[src/rtl/load_store_unit.sv]
// Load/store unit: valid/ready request in, byte-lane memory access with ack timeout, aligned/extended response out.
// Optional feature macro MISALIGN_SPLIT_EN: word-crossing accesses are split into two memory accesses.
module load_store_unit #(
  parameter int XLEN    = 32,
  parameter int ADDR_W  = 32,
  parameter int TIMEOUT = 15
) (
  input  logic                clk,
  input  logic                rst,
  input  logic                req_valid,
  output logic                req_ready,
  input  logic                req_we,
  input  logic [2:0]          req_funct3,
  input  logic [ADDR_W-1:0]   req_addr,
  input  logic [XLEN-1:0]     req_wdata,
  output logic                rsp_valid,
  output logic [XLEN-1:0]     rsp_rdata,
  output logic                rsp_err,
  output logic                mem_req,
  output logic                mem_we,
  output logic [ADDR_W-1:0]   mem_addr,
  output logic [XLEN/8-1:0]   mem_be,
  output logic [XLEN-1:0]     mem_wdata,
  input  logic [XLEN-1:0]     mem_rdata,
  input  logic                mem_ack
);
  localparam int NB   = XLEN / 8;
  localparam int OFFW = $clog2(NB);
  localparam int CW   = $clog2(TIMEOUT + 1);

  typedef enum logic [1:0] {IDLE, ACC1, ACC2, RESP} state_t;
  state_t state;

  logic [OFFW-1:0]   off;
  logic [7:0]        size_mask;
  logic              illegal;
  logic              bad;
  logic              more;
  logic [NB-1:0]     be1;
  logic [XLEN-1:0]   wd1;
  logic [ADDR_W-1:0] word_addr;
  logic [XLEN-1:0]   shifted;

  logic              r_we;
  logic              r_err;
  logic [2:0]        r_funct3;
  logic [OFFW-1:0]   r_off;
  logic [CW-1:0]     cnt;
  logic [XLEN-1:0]   ld_data;

  assign off       = req_addr[OFFW-1:0];
  assign word_addr = req_addr & ~ADDR_W'(NB - 1);

  always_comb begin
    case (req_funct3[1:0])
      2'b00:   size_mask = 8'h01;
      2'b01:   size_mask = 8'h03;
      2'b10:   size_mask = 8'h0F;
      default: size_mask = 8'hFF;
    endcase
  end

  assign illegal = (req_funct3 == 3'b111) ||
                   ((XLEN == 32) && ((req_funct3 == 3'b011) || (req_funct3 == 3'b110)));

`ifdef MISALIGN_SPLIT_EN
  logic [2*NB-1:0]   be_full;
  logic [2*XLEN-1:0] wd_full;
  logic [2*XLEN-1:0] rd_pair;
  logic              split;
  logic              r_split;
  logic [NB-1:0]     r_be2;
  logic [XLEN-1:0]   r_wd2;
  logic [XLEN-1:0]   rdata_lo;
  logic [ADDR_W-1:0] r_addr2;

  // Double-width lane masks/data: the upper half is what spills into the next word.
  assign be_full = (2*NB)'(size_mask) << off;
  assign wd_full = {{XLEN{1'b0}}, req_wdata} << {off, 3'b000};
  assign split   = |be_full[2*NB-1:NB];
  assign bad     = illegal;
  assign be1     = be_full[NB-1:0];
  assign wd1     = wd_full[XLEN-1:0];
  assign more    = (state == ACC1) && r_split;
  assign rd_pair = (state == ACC2) ? {mem_rdata, rdata_lo} : {{XLEN{1'b0}}, mem_rdata};
  assign shifted = XLEN'(rd_pair >> {r_off, 3'b000});
`else
  logic misaligned;

  always_comb begin
    case (req_funct3[1:0])
      2'b00:   misaligned = 1'b0;
      2'b01:   misaligned = req_addr[0];
      2'b10:   misaligned = |req_addr[1:0];
      default: misaligned = |req_addr[2:0];
    endcase
  end

  assign bad     = illegal | misaligned;
  assign be1     = NB'(size_mask) << off;
  assign wd1     = req_wdata << {off, 3'b000};
  assign more    = 1'b0;
  assign shifted = mem_rdata >> {r_off, 3'b000};
`endif

  function automatic logic [XLEN-1:0] extend(input logic [XLEN-1:0] d, input logic [2:0] f3);
    int unsigned bits;
    int unsigned sh;
    logic [XLEN-1:0]        t;
    logic signed [XLEN-1:0] s;
    bits = 32'd8 << f3[1:0];
    if (bits >= XLEN) return d;
    sh = XLEN - bits;
    t  = d << sh;
    s  = t;
    s  = s >>> sh;
    return f3[2] ? (t >> sh) : s;
  endfunction

  always_ff @(posedge clk or negedge rst) begin
    if (!rst) begin
      state     <= IDLE;
      req_ready <= 1'b0;
      rsp_valid <= 1'b0;
      rsp_rdata <= '0;
      rsp_err   <= 1'b0;
      mem_req   <= 1'b0;
      mem_we    <= 1'b0;
      mem_addr  <= '0;
      mem_be    <= '0;
      mem_wdata <= '0;
      r_we      <= 1'b0;
      r_err     <= 1'b0;
      r_funct3  <= '0;
      r_off     <= '0;
      cnt       <= '0;
      ld_data   <= '0;
`ifdef MISALIGN_SPLIT_EN
      r_split   <= 1'b0;
      r_be2     <= '0;
      r_wd2     <= '0;
      rdata_lo  <= '0;
      r_addr2   <= '0;
`endif
    end else begin
      rsp_valid <= 1'b0;
      rsp_err   <= 1'b0;
      rsp_rdata <= '0;
      case (state)
        IDLE: begin
          req_ready <= 1'b1;
          if (req_valid && req_ready) begin
            req_ready <= 1'b0;
            r_we      <= req_we;
            r_funct3  <= req_funct3;
            r_off     <= off;
            cnt       <= '0;
            ld_data   <= '0;
            if (bad) begin
              r_err <= 1'b1;
              state <= RESP;
            end else begin
              r_err     <= 1'b0;
              state     <= ACC1;
              mem_req   <= 1'b1;
              mem_we    <= req_we;
              mem_addr  <= word_addr;
              mem_be    <= be1;
              mem_wdata <= wd1;
`ifdef MISALIGN_SPLIT_EN
              r_split   <= split;
              r_be2     <= be_full[2*NB-1:NB];
              r_wd2     <= wd_full[2*XLEN-1:XLEN];
              r_addr2   <= word_addr + ADDR_W'(NB);
`endif
            end
          end
        end
        ACC1, ACC2: begin
          if (mem_ack && more) begin
            state <= ACC2;
            cnt   <= '0;
`ifdef MISALIGN_SPLIT_EN
            mem_addr  <= r_addr2;
            mem_be    <= r_be2;
            mem_wdata <= r_wd2;
            rdata_lo  <= mem_rdata;
`endif
          end else if (mem_ack || (cnt == CW'(TIMEOUT - 1))) begin
            state     <= RESP;
            mem_req   <= 1'b0;
            mem_we    <= 1'b0;
            mem_addr  <= '0;
            mem_be    <= '0;
            mem_wdata <= '0;
            r_err     <= !mem_ack;
            ld_data   <= mem_ack ? extend(shifted, r_funct3) : '0;
          end else begin
            cnt <= cnt + 1'b1;
          end
        end
        RESP: begin
          rsp_valid <= 1'b1;
          rsp_err   <= r_err;
          rsp_rdata <= (r_we || r_err) ? '0 : ld_data;
          req_ready <= 1'b1;
          state     <= IDLE;
        end
        default: state <= IDLE;
      endcase
    end
  end

endmodule
[config.mk]
export PLATFORM = sky130hd
export DESIGN_NAME = load_store_unit
export DESIGN_NICKNAME = d
export VERILOG_FILES = /design/src/rtl/load_store_unit.sv
export SDC_FILE = /design/constraint.sdc
export NUM_CORES = 1
export LEC_CHECK = 0
export ABC_AREA = 1
export CAP_MARGIN = 0
export CORE_MARGIN = 8
export CORE_UTILIZATION = 44
export CTS_CLUSTER_DIAMETER = 40
export DETAILED_ROUTE_END_ITERATION = 10
export PLACE_DENSITY = 0.81
export RECOVER_POWER = 100
export SLEW_MARGIN = 10
export SYNTH_ARGS = -nofsm -noshare
export SYNTH_HDL_FRONTEND = slang
export SYNTH_SLANG_ARGS = --single-unit
[constraint.sdc]
create_clock -name clk -period 2.5 [get_ports clk]
set_input_delay 0.375 -clock clk [delete_from_list [all_inputs] [get_ports clk]]
set_output_delay 0.375 -clock clk [all_outputs]
set_load 0.01 [all_outputs]
# --- Word level (Yosys, flattened, before mapping) ---
# Index checks and enable logic that the tools add are counted.
word_totals:
  ff_bits: 150
  output_inout_bits: 105
op_classes:
  n_eq_ne: 13
  addsub: 2
  reduce_logical: 18
  n_mux: 47
  magnitude_cmp: 1
  n_shift: 7
  bitwise_logic: 1
ops:
  columns: ["cell", "count"]
  rows:
  - ["$mux W32", 13]
  - ["$pmux W32 S2", 3]
  - ["$ge A32 B6 Y1 const B", 1]
  - ["$shl A32 B32 Y32", 1]
  - ["$shl A32 B5 Y32", 1]
  - ["$shl A4 B2 Y32 const A", 1]
  - ["$shr A32 B32 Y32", 1]
  - ["$shr A32 B5 Y32", 1]
  - ["$sshr A32 B32 Y32", 1]
  - ["$sub A6 B32 Y32 const A", 1]
  - ["$mux W4", 5]
  - ["$pmux W4 S2", 2]
  - ["$mux W1", 14]
  - ["$pmux W4 S3", 1]
  - ["$ne A2 B2 Y1 const B", 4]
  - ["$pmux W1 S2", 4]
  - ["$eq A2 B2 Y1 const B", 3]
  - ["$eq A3 B3 Y1 const B", 2]
  - ["$mux W2", 3]
  - ["$pmux W2 S3", 1]
  - ["$reduce_and A3 Y1", 2]
  - ["$add A4 B1 Y4 const B", 1]
  - ["$eq A2 B1 Y1 const B", 2]
  - ["$eq A4 B4 Y1 const B", 1]
  - ["13 further kinds", 20]

# --- Depth between registers and ports, before layout ---
logic_depth:
  word_depth: 9
  mapped_depth: 12
  mapped_depth_nobuf: 9

# --- Worst setup path after synthesis ---
# No wires, ideal clock.
synth_path:
  path_type: "reg2reg"
  start: "register state[0]"
  end: "register mem_wdata[16]"
  required_time_ps: 2373
  n_path_buf: 3
  arrival_ps: 1630
  setup_ps: 127
  path_slack_ps: 743
  stages_incl_launch_ff: 13
  path_cell_list: "dfrtp_1 inv_1 ha_1 buf_4 inv_4 o21ai_2 nand2_1 clkinv_2 nand2_4 buf_6 buf_6 nand2_1 o21ai_0"
synth_via:
  elab_chain_len: 4
  elab_cells_between_ends: 10
synth_lines:
  columns: ["element", "line", "text"]
  rows:
  - ["start: declaration", "32", "state_t state;"]
  - ["start signal: assignment", "122", "state <= IDLE;"]
  - ["start signal: assignment", "161", "state <= RESP;"]
  - ["start signal: assignment", "164", "state <= ACC1;"]
  - ["$eq A2 B1 Y1 / $eq A2 B2 Y1 (equally long branches)", "149", "case (state)"]
  - ["$reduce_or A2 Y1", "149", null]
  - ["$ne A2 B2 Y1 (no source line) / $reduce_bool A2 Y1 (equally long branches)", null, null]
  - ["$reduce_and A4 Y1 (no source line)", null, null]
  - ["end signal: assignment", "169", "mem_wdata <= wd1;"]
  - ["end: declaration", "23", "output logic [XLEN-1:0] mem_wdata,"]
# Parallel ways exist; a longest one is shown, timed or not.
# A chain may end at the register's enable or synchronous reset.

# --- Final worst setup path ---
layout_path:
  start: "register state[0]"
  end: "register mem_addr[14]"
layout_via:
  elab_chain_len: 4
  elab_cells_between_ends: 10
layout_lines:
  columns: ["element", "line", "text"]
  rows:
  - ["$eq A2 B1 Y1 / $eq A2 B2 Y1 (equally long branches)", "149", null]
  - ["$reduce_or A2 Y1", "149", null]
  - ["$ne A2 B2 Y1 (no source line) / $reduce_bool A2 Y1 (equally long branches)", null, null]
  - ["$reduce_and A4 Y1 (no source line)", null, null]
  - ["end signal: assignment", "167", "mem_addr <= word_addr;"]
  - ["end: declaration", "21", "output logic [ADDR_W-1:0] mem_addr,"]
# Parallel ways exist; a longest one is shown, timed or not.

==> out/qor.txt <==
status: finished with violations
violated checks: design-rule violations
sequential share of the synthesized area: 54.4%
pwr/cell area: 1190 nW/um^2
Hold Path Class: reg -> reg
H-tree depth: 4
Num CTS Buffers: 17
CTS Sinks: 148
worst hold path startpoint: mem_addr[21]
simple-gate share of the synthesized area: 21.7%
r2r setup slk: 0.30 ns
CTS tree: built
YS warnings: 0
Hold Slack: 0.478 ns
most frequent cell after synthesis: nand2_1
Worst R2R Start: state[0]
Die Y: 140 um
final WL: 20,200 um
DIE WIDTH: 140 um
CP peak stage delay: 0.46 ns
ant diodes: 0
clk slew on worst S/H paths: 0.06 ns
Iteration-0 DRC Markers: 509
Setup TNS: 0 ns
Final min period: 2.20 ns
clk root buf: clkbuf_16
nature of the critical path endpoint: flop
Crit-path slowest cell: ha_1
number of max-cap violations: 0
I/O Pins: 209
total track usage: 21.0%
syn_area_per_cell: 8.26 sq um
Area contributors post-synth: dfrtp_1 (54%), nand2_1 (15%), o21ai_0 (6.2%)
Startpoint Class: flop
Slew HR: 9.00%
worst-margin pin slew: 1.37 ns
largest net degree at the start of global routing: 62
Crit path required time: 2.80 ns
worst-path fanout max: 32
RSZ-0062 raised after global routing: false
global route total overflow: 0
Synth Register Bits: 148
worst flop-to-flop path endpoint: mem_addr[14]
arrival time worst endpoint: 2.50 ns
CORE AREA: 15,100 sq um
Worst Reg-to-Reg Cells: 10
HPWL Detailed: 14,700 um
post-synth top area share: 54.4%
Critical Path, Cell by Cell: inv_1 -> ha_1 -> inv_4 -> o21ai_0 -> nand2_1 -> clkinv_2 -> nand2_4 -> buf_12 -> nand2_1 -> o21ai_0
Mapped Cells: 825
Post-synth ARST share: 100%
Final Setup Violations: 0
type of the worst setup path: reg -> reg
fill cell count: 1,275
DIE AREA: 19,700 sq um
Setup Skew: 0.00796 ns
Leakage: 0.00474 uW
IO buf count: 206
drt wl/cell: 16.6 um
Synth Area in XOR/XNOR: 0.257%
Setup Slack @ Placement: 0.365 ns
RePlAce Congestion: 0.874
hold depth: 2
Hold Path End: mem_addr[21]
Final Hold Viols: 0
Nets: 1,130
Overall Power: 11,500 uW
Post-Synth Adder-Cell Area: 1.10%
Final ANT Viol Nets: 0
maximum VDD drop: 722 uV
Post-synth EDFFs: 0
top cell type by total area after synthesis: dfrtp_1
number of global-route vias before repair: 6,276
area grow syn2layout: 41.0%
Post-Syn Area: 6810 sq um
layout cell share with drive strength beyond 1: 6.49%
cell row count: 45
final worst slack: 0.301 ns
initial antenna violation count: 0
ys flop type: dfrtp_1
Max Slew Vio Count: 0
largest family of logic cells by synthesized area: simple AND/OR/NAND/NOR gates
Initial Util: 45.0%
vias per cell: 5.07
FMAX: 455 MHz
DRC Markers: 1
Final Cycle Share: 88.0%
synth cell count leaders: nand2_1 (276), dfrtp_1 (148), o21ai_0 (85), inv_1 (59), nor2_1 (45)
complex-gate fraction of the synthesized area: 13.2%
Pre-Repair DR Iteration Count: 10
clock latency on the worst-skew pair: 0.43 ns
global-route wire length before repair: 32,700 um
mux share of post-synthesis cell area: 1.34%
Cell variety after synth: 35
Max clock buf depth: 2
vias post-DR: 6,188
==> worst max-delay path, delay by kind of cell (launching register included) <==
family          cells  cell delay (ns)
buf+inv             4             0.47
fa+ha+maj           1             0.46
simple gates        3             0.41
flops               1             0.40
compound gates      2             0.33
==> sequential cells by signal (all words and copies together), names as in the netlist, 3 cells and up <==
| register | cells |
|---|---|
| ld_data | 32 |
| mem_wdata | 32 |
| rsp_rdata | 32 |
| mem_addr | 30 |
| cnt | 4 |
| mem_be | 4 |
| r_funct3 | 3 |
==> where the power goes <==
group          total, uW  switching [uW]  internal, uW  leakage, uW
clock network       2630            1010          1620     0.000292
registers           3610             408          3200      0.00196
logic               5230            3280          1950      0.00249
==> routing by layer <==
metal / vias to the layer above / GRT usage [%] / routed length (um)
met3: 26 / 9.21 / 2350
met5: - / 0 / 0
li1: 3027 / - / -
met2: 291 / 32.3 / 9020
met1: 2844 / 25.7 / 8500
met4: 0 / 7.31 / 353
==> stage by stage <==
| stage | cell area, sq um | std cells | util [%] |
|---|---|---|---|
| after CTS | 9640 | 1221 | 63.6 |
| after global placement | 9020 | 1188 | 59.5 |
| after detailed placement | 9020 | 1188 | 59.5 |
| final | 9610 | 1221 | 63.4 |
| after global routing | 9610 | 1221 | 63.4 |
| after floorplan | 6820 | 826 | - |
==> repair_timing <==
action | in CTS | in global routing
buffers inserted | 0 | 0
hold buffers | 1 | 0
hold endpoints to repair | 51 | 0
resized for setup | 0 | 0
==> how the worst max path moves through the flow <==
stage	from	end	cells past startpoint
after CTS	state[0]	mem_wdata[26]	9
after global placement	req_funct3[1]	mem_wdata[18]	9
final	state[0]	mem_addr[14]	10
after floorplan	state[0]	mem_wdata[16]	12
after global routing	state[0]	mem_addr[31]	9
after detailed placement	req_funct3[1]	mem_wdata[15]	9
==> area by class of cell <==
| class | instances | area, sq um | share of cell area (%) |
|---|---|---|---|
| Timing Repair Buffer | 228 | 2240 | 23.3 |
| Tap cell | 188 | 235 | 2.45 |
| Sequential cell | 148 | 3700 | 38.6 |
| Multi-Input combinational cell | 560 | 2570 | 26.7 |
| Inverter | 65 | 248 | 2.58 |
| Clock inverter | 12 | 154 | 1.60 |
| Clock buffer | 20 | 457 | 4.75 |
==> logic make-up after synthesis <==
kind of cell / count (synthesis)
other cells: 1
flops: 148
mux: 9
simple gates: 369
fa+ha+maj: 6
compound gates: 172
buf+inv: 118
xor+xnor: 2
==> cell usage in the layout (no fill, tap or decap), types with 3 or more instances in the layout <==
cell type        count
buf_4               14
bufinv_16            3
nor2_1              45
clkbuf_1             3
clkdlybuf4s50_1    102
mux2i_1              8
dfrtp_1            148
inv_2                4
o211ai_1             7
nand4_1              8
nand2_1            276
nand3_2              3
a21oi_1             38
inv_1               59
o21ai_0            109
dlygate4sd3_1      104
clkbuf_16           17
clkinvlp_4           3
clkbuf_2             3
clkinv_2             4
ha_1                 6
o21ai_1             11
o31ai_1              3
nand3_1             30
(Power assumes the default switching activity.)
